<file path="config.mk">
export PLATFORM = sky130hd
export DESIGN_NAME = modmult_arbiter
export DESIGN_NICKNAME = d
export VERILOG_FILES = /design/src/rtl/modmult_arbiter.sv
export SDC_FILE = /design/constraint.sdc
export NUM_CORES = 1
export LEC_CHECK = 0
export CORE_AREA = 2 2 182 184
export DETAILED_ROUTE_END_ITERATION = 7
export DIE_AREA = 0 0 184 186
export SLEW_MARGIN = 20
export SYNTH_ARGS = -nofsm -noshare
export SYNTH_HDL_FRONTEND = slang
export SYNTH_SLANG_ARGS = --single-unit
</file>
<file path="constraint.sdc">
create_clock -name clk -period 3.5 [get_ports clk]
set_input_delay 0.7 -clock clk [delete_from_list [all_inputs] [get_ports clk]]
set_output_delay 0.7 -clock clk [all_outputs]
set_load 0.03 [all_outputs]
</file>
<file path="src/rtl/modmult_arbiter.sv">
// modmult_arbiter: round-robin sharing of one pipelined ModMult among NUM_REQ requesters
module modmult_arbiter #(
  parameter int DATA_WIDTH = 32,
  parameter int NUM_REQ    = 4,
  parameter int MM_LAT     = 8,
  parameter int ID_W       = 2
) (
  input  logic                           clk,
  input  logic                           reset,
  input  logic                           en,
  input  logic [NUM_REQ-1:0]             req_valid,
  input  logic [NUM_REQ*DATA_WIDTH-1:0]  req_a,
  input  logic [NUM_REQ*DATA_WIDTH-1:0]  req_b,
  output logic [NUM_REQ-1:0]             req_ready,
  input  logic                           cfg_q_we,
  input  logic [DATA_WIDTH-1:0]          cfg_q,
  output logic                           cfg_err,
  output logic [DATA_WIDTH-1:0]          mm_A,
  output logic [DATA_WIDTH-1:0]          mm_B,
  output logic [DATA_WIDTH-1:0]          mm_q,
  input  logic [DATA_WIDTH-1:0]          mm_C,
  output logic [NUM_REQ-1:0]             rsp_valid,
  output logic [DATA_WIDTH-1:0]          rsp_data,
  output logic                           idle
);
  logic [DATA_WIDTH-1:0] a_q, a_d, b_q, b_d, q_q;
  logic [ID_W-1:0] rr_q, rr_d, win, idx;
  logic acc;
  logic [MM_LAT-1:0] tv_q;
  logic [ID_W-1:0] tid_q [MM_LAT];
  logic [NUM_REQ-1:0] rsp_q, rsp_d;
  logic cfg_err_q;
  // first valid requester at or after rr_q wins; operands and tail decode follow
  always_comb begin
    win = '0;
    idx = '0;
    acc = 1'b0;
    for (int k = 0; k < NUM_REQ; k++) begin
      idx = ID_W'((32'(rr_q) + 32'(k)) % 32'(NUM_REQ));
      if (en && !acc && req_valid[idx]) begin
        acc = 1'b1;
        win = idx;
      end
    end
    req_ready = acc ? NUM_REQ'(1) << win : '0;
    a_d = acc ? req_a[win*DATA_WIDTH +: DATA_WIDTH] : '0;
    b_d = acc ? req_b[win*DATA_WIDTH +: DATA_WIDTH] : '0;
    rr_d = !acc ? rr_q : (win == ID_W'(NUM_REQ-1)) ? '0 : win + 1'b1;
    rsp_d = tv_q[MM_LAT-1] ? NUM_REQ'(1) << tid_q[MM_LAT-1] : '0;
  end
  // idle needs the response register empty too, so q never changes under a product
  assign idle = ~|tv_q & ~|rsp_q & ~|req_valid;
  // operand, pointer, tag-valid and modulus registers; reset discards in-flight tags
  always_ff @(posedge clk) begin
    if (!reset) begin
      a_q       <= '0;
      b_q       <= '0;
      q_q       <= '0;
      rr_q      <= '0;
      tv_q      <= '0;
      rsp_q     <= '0;
      cfg_err_q <= 1'b0;
    end else begin
      a_q       <= a_d;
      b_q       <= b_d;
      rr_q      <= rr_d;
      tv_q      <= {tv_q[MM_LAT-2:0], acc};
      rsp_q     <= rsp_d;
      cfg_err_q <= cfg_q_we && !idle;
      q_q       <= (cfg_q_we && idle) ? cfg_q : q_q;
    end
  end
  // requester ids ride alongside the valid bits; they only matter where valid is set
  always_ff @(posedge clk) begin
    tid_q[0] <= win;
    for (int k = 1; k < MM_LAT; k++) tid_q[k] <= tid_q[k-1];
  end
  assign mm_A      = a_q;
  assign mm_B      = b_q;
  assign mm_q      = q_q;
  assign cfg_err   = cfg_err_q;
  assign rsp_valid = rsp_q;
  assign rsp_data  = mm_C;
endmodule

</file>
Word-level counts from Yosys, hierarchy flattened

Memories as Yosys holds them, arrays and structs flattened.
Index checks and enable logic that the tools add are counted.

Add/subtract/negate cells: 4
Order comparisons: 4
Equality and inequality tests: 1
Shift-type cells: 4
Muxes and demuxes: 18
Bitwise operators: 2
Reduce and logical (&&, ||, !) cells: 21

Operator list:

| operator                                                    | number |
|---|---|
| variable part select 128 x 8 -> 32 bit                      | 2 |
| less-than comparator 2 x 3 -> 1 bit (second input constant) | 4 |
| 2-to-1 mux 2 bit                                            | 5 |
| logical AND 1 bit                                           | 9 |
| binary-select mux 1 bit (select 2 bit)                      | 4 |
| 2-to-1 mux 1 bit                                            | 8 |
| OR reduction 4 bit                                          | 2 |
| OR reduction 8 bit                                          | 1 |
| << shifter 1 x 2 -> 4 bit (first input constant)            | 2 |
| logical NOT 1 bit                                           | 7 |
| adder 2 x 1 -> 2 bit (second input constant)                | 2 |
| adder 2 bit (second input constant)                         | 2 |
| 2-to-1 mux 4 bit                                            | 1 |
| AND reduction 2 bit                                         | 2 |
| bitwise AND 1 bit                                           | 2 |
| == test 2 bit (second input constant)                       | 1 |

Register bits: 111
Memory bits (writable): 16
Bits of input ports: 328
Output and inout port bits: 138
Logic and storage cells: 62
Memories: 1

Memories:

| name  | depth | width | read ports | clocked after memory_dff | wr ports | line | source |
|---|---|---|---|---|---|---|---|
| tid_q | 8     | 2     | 8          | 0                        | 8        | 30   | `logic [ID_W-1:0] tid_q [MM_LAT];` |

Logic depth before layout (Yosys ltp)

Depth in word-level cells: 18
Depth in mapped cells: 12
Depth with buffers taken out: 8

Least setup slack after synthesis

OpenSTA, ideal clock, no wires.

Path kind: input to output
Start: input port req_valid[1]
End: output port req_ready[2]
Data arrival time: 2.769 ns
Setup slack: 0.031 ns
Cell stages on the path: 9
Path through: buf_4 -> and3b_1 -> o21ai_2 -> o211ai_1 -> mux2i_1 -> buf_4 -> buf_4 -> inv_2 -> nor3b_1

Word-level cells in the longest chain between the ends: 18

RTL lines:

| element                                | line | source |
|---|---|---|
| start, declared                        | 11   | `input logic [NUM_REQ-1:0] req_valid,` |
| binary-select mux 1 bit (select 2 bit) | 40   | `if (en && !acc && req_valid[idx]) begin` |
| 2-to-1 mux 1 bit (implied by the code) | 40   |  |
| logical AND 1 bit                      | 40   |  |
| 2-to-1 mux 1 bit                       | 40   |  |
| logical NOT 1 bit                      | 40   |  |
| logical AND 1 bit (2 in a row)         | 40   |  |
| 2-to-1 mux 1 bit                       | 40   |  |
| logical NOT 1 bit                      | 40   |  |
| logical AND 1 bit (2 in a row)         | 40   |  |
| 2-to-1 mux 1 bit                       | 40   |  |
| logical NOT 1 bit                      | 40   |  |
| logical AND 1 bit (2 in a row)         | 40   |  |
| 2-to-1 mux 2 bit (*)                   | 40   |  |
| via win[0]                             | 27   | `logic [ID_W-1:0] rr_q, rr_d, win, idx;` |
| << shifter 1 x 2 -> 4 bit (*)          | 45   | `req_ready = acc ? NUM_REQ'(1) << win : '0;` |
| 2-to-1 mux 4 bit (*)                   | 45   |  |
| end, declared                          | 14   | `output logic [NUM_REQ-1:0] req_ready,` |

Mark *: on every way through the listed nets, which the timed path passes. The rest lies on a longest branch. The select of a mux whose other input is x is not followed.

Worst setup path after layout

Start: input port req_valid[1]
End: output port req_ready[3]

Word-level cells in the longest chain between the ends: 18

RTL lines:

| element                                | line |
|---|---|
| binary-select mux 1 bit (select 2 bit) | 40 |
| 2-to-1 mux 1 bit (implied by the code) | 40 |
| logical AND 1 bit                      | 40 |
| 2-to-1 mux 1 bit                       | 40 |
| logical NOT 1 bit                      | 40 |
| logical AND 1 bit (2 in a row)         | 40 |
| 2-to-1 mux 1 bit                       | 40 |
| logical NOT 1 bit                      | 40 |
| logical AND 1 bit (2 in a row)         | 40 |
| 2-to-1 mux 1 bit                       | 40 |
| logical NOT 1 bit                      | 40 |
| logical AND 1 bit (2 in a row)         | 40 |
| 2-to-1 mux 2 bit                       | 40 |
| << shifter 1 x 2 -> 4 bit              | 45 |
| 2-to-1 mux 4 bit (*)                   | 45 |

Mark *: on every way between the ends. The rest lies on a longest branch, timed or not. The select of a mux whose other input is x is not followed.

==> results_dict.tcl <==
set metrics [dict create \
    detailroute.via_count 5689 \
    async_reset_ff_share_pct 0 \
    grt_setup_unrepaired "false" \
    cell_count_after_synthesis 571 \
    cp-end-kind "primary output" \
    clock_sinks 127 \
    ys.flop_type "sky130_fd_sc_hd__dfxtp_1" \
    critical_path_class "in2out" \
    grt_overflow_total 0 \
    fp.dieW_um 184 \
    status "completed" \
    design.die.area_sq_mm 0.0342 \
    final_nets 1286 \
    die_h_um 186 \
    slew_violations 0 \
    synth.distinct_cells 41 \
    worst_clock_skew_ps 22.4 \
    clk_latency_ps 420 \
    via_count_of_the_first_global_routing_pass 5617 \
    top_fanout_value_on_the_critical_path 7 \
    maximum_clock_path_buffer_count 2 \
    slowest_delay_ps 330 \
    holdBufCountCts 0 \
    highest_clock_frequency_the_design_can_meet_mhz 298 \
    routed_wire_length_per_instance_um 16.8 \
    max_cap_violations 0 \
    antenna-diode-count 0 \
    post_dp_cell_area_sq_mm 0.0102 \
    cp_slowest_cell "sky130_fd_sc_hd__dlygate4sd2_1" \
    clk_pin_slew_worst_paths_ps 60 \
    finalInstanceArea_sq_mm 0.0108 \
    drc 0 \
    synth_seq_area_share_pct 43.8 \
    dp_hpwl_um 18100 \
    num_rows 66 \
    setup_total_negative_slack_ps 0 \
    cp.arrival_ps 2660 \
    worst-path-buf-inv 2 \
    initial_core_util_pct 18.0 \
    power_leakage_uw 0.00452 \
    detail_route.iter0.violations 137 \
    worst_max_slew_margin_expressed_relative_to_the_limit_pct 62.4 \
    root_driver "sky130_fd_sc_hd__clkbuf_16" \
    core_sq_mm 0.0322 \
    cts_h_tree_depth 4 \
    min_period_over_period_pct 96.0 \
    synth-edff-count 0 \
    post_route_cells_drive_above_1_share_pct 11.4 \
    postSynthRegisterBits 127 \
    drt_pre_antenna_iters 5 \
    timing.final.hold_violations 0 \
    synth.cell_area_sq_mm 0.00580 \
    timing.critical_path.max_delay_family "compound AO/OA/AOI/OAI gates" \
    synth_nets 900 \
    worst_hold_slack_ps 318 \
    syn_area_per_cell_sq_um 10.2 \
    hold_path_class "reg2reg" \
    synth.yosys.warnings 0 \
    grt_first_pass_wirelength_um 33000 \
    grt_max_degree 47 \
    layout-area-overhead-vs-synth_pct 86.9 \
    gp_routability_congestion 0.824 \
    via_per_inst 4.13 \
    timing.critical_path.cells "dlygate4sd2_1, and3b_2, o21ai_4, o311ai_4, o21a_1, a22oi_2, ha_1, nor2b_2, buf_4" \
    ant_nets 0 \
    finalCriticalPeriod_ps 3360 \
    io_buffers 401 \
    vdd.ir_drop.worst_uv 290 \
    antenna_found_initial 0 \
    actual_slew_at_the_worst_max_slew_pin_ps 563 \
    tritoncts "built" \
    tritoncts.num_buffers 17 \
    setup_violations 0 \
    drt_wl_total_um 23200 \
    worst-endpoint-required_ps 2800 \
    grt.total_usage_pct 12.9 \
    design.portCount 466 \
    p_per_area_mw_per_mm2 650 \
    critical_path_startpoint_category "primary input" \
]
## state kept, by name, indices dropped and copies added (netlist names)
signal,count
cfg_err,1
mm_A,32
tid_q,16
rsp_valid,4
rr_q,2
mm_B,32
tv_q,8
mm_q,32
## repair_timing
| action | 4_1_cts | 5_1_grt |
|---|---|---|
| endpoints found under the setup margin | 4 | 3 |
| resized for setup | 6 | 9 |
| hold endpoints to repair | 0 | 0 |
| buffers inserted | 1 | 2 |
| pin swaps | 1 | 2 |
| cloned | 0 | 0 |
## metal layers
layer | global-route usage [%] | wire, um
met1 | 14.2 | 9320
met2 | 23.3 | 11800
met3 | 4.79 | 1880
met4 | 3.36 | 249
met5 | 0 | 0
## cell families after synthesis
group / count (synthesis) / synth area share, %
multiplexers: 133 / 23.0
flip-flops: 127 / 43.8
AO/OA/AOI/OAI: 116 / 14.8
AND/OR/NAND/NOR: 112 / 8.76
buffers and inverters: 81 / 9.24
XOR/XNOR: 1 / 0.151
adder cells (fa/ha/maj): 1 / 0.216
## cells in the final DEF (no fill, tap or decap), types with 2 or more instances in the layout
| master | instances |
|---|---|
| sky130_fd_sc_hd__nand2b_1 | 2 |
| sky130_fd_sc_hd__nand2_1 | 69 |
| sky130_fd_sc_hd__nand3_1 | 4 |
| sky130_fd_sc_hd__nor3_1 | 5 |
| sky130_fd_sc_hd__clkinv_4 | 3 |
| sky130_fd_sc_hd__o22ai_2 | 18 |
| sky130_fd_sc_hd__inv_1 | 5 |
| sky130_fd_sc_hd__clkinvlp_4 | 2 |
| sky130_fd_sc_hd__o22ai_1 | 47 |
| sky130_fd_sc_hd__nor4_1 | 4 |
| sky130_fd_sc_hd__nor3b_1 | 2 |
| sky130_fd_sc_hd__mux2i_1 | 131 |
| sky130_fd_sc_hd__dfxtp_1 | 126 |
| sky130_fd_sc_hd__nor2b_2 | 2 |
| sky130_fd_sc_hd__clkdlybuf4s50_1 | 392 |
| sky130_fd_sc_hd__dlygate4sd2_1 | 2 |
| sky130_fd_sc_hd__clkbuf_16 | 17 |
| sky130_fd_sc_hd__nor2_1 | 10 |
| sky130_fd_sc_hd__buf_4 | 37 |
| sky130_fd_sc_hd__a21oi_1 | 35 |
| sky130_fd_sc_hd__and2_1 | 8 |
| sky130_fd_sc_hd__inv_8 | 2 |
| sky130_fd_sc_hd__inv_6 | 6 |
| sky130_fd_sc_hd__buf_12 | 7 |
| sky130_fd_sc_hd__dlymetal6s2s_1 | 3 |
## area by class of cell
| class | count | area, sq um |
|---|---|---|
| inverters | 7 | 26.3 |
| flip-flops and latches | 127 | 2540 |
| clock inverters | 15 | 151 |
| fillers | 3303 | 21400 |
| well taps | 408 | 510 |
| clock buffers | 17 | 425 |
| repair buffers | 441 | 4400 |
| multi-input cells | 363 | 2780 |
## where the power goes
| part | leakage, uW | internal (uW) | switching (uW) |
|---|---|---|---|
| sequential | 0.00104 | 1840 | 144 |
| clock | 0.000279 | 1000 | 801 |
| combinational | 0.00320 | 1560 | 1700 |
## cells in the mapped netlist, drive strengths merged, types with 2 or more instances
| cell type | n | area, sq um |
|---|---|---|
| a21oi | 35 | 175 |
| a22oi | 2 | 15.0 |
| and2 | 8 | 50.1 |
| and3b | 2 | 17.5 |
| buf | 59 | 453 |
| clkbuf | 15 | 56.3 |
| dfxtp | 127 | 2540 |
| inv | 6 | 22.5 |
| mux2i | 132 | 1320 |
| nand2 | 69 | 259 |
| nand2b | 2 | 12.5 |
| nand3 | 4 | 20.0 |
| nor2 | 10 | 37.5 |
| nor2b | 2 | 12.5 |
| nor3 | 6 | 30.0 |
| nor3b | 4 | 35.0 |
| nor4 | 4 | 25.0 |
| o21ai | 3 | 18.8 |
| o22a | 2 | 17.5 |
| o22ai | 65 | 519 |
## through the flow
step | utilization (%) | worst slack [ps] | power, uW | std cells
global placement | 31.7 | -189 | 5250 | 1343
global route | 33.6 | 12.8 | 7420 | 1378
floorplan | - | 31.1 | 3920 | 571
finish | 33.6 | 140 | 7040 | 1378
CTS | 33.5 | -10.9 | 7150 | 1376
detailed placement | 31.7 | -294 | 5260 | 1343
## path summary, 6_finish.rpt
path / end / slack (ps) / cells past startpoint / start
min reg2reg: tid_q[1][1] / 320 / 0 / tid_q[0][7]
min: tid_q[1][1] / 320 / 0 / tid_q[0][7]
max: req_ready[3] / 140 / 9 / req_valid[1]
max reg2reg: mm_A[10] / 880 / 9 / rr_q[0]
Note: power is estimated with default switching activity, not from simulation.
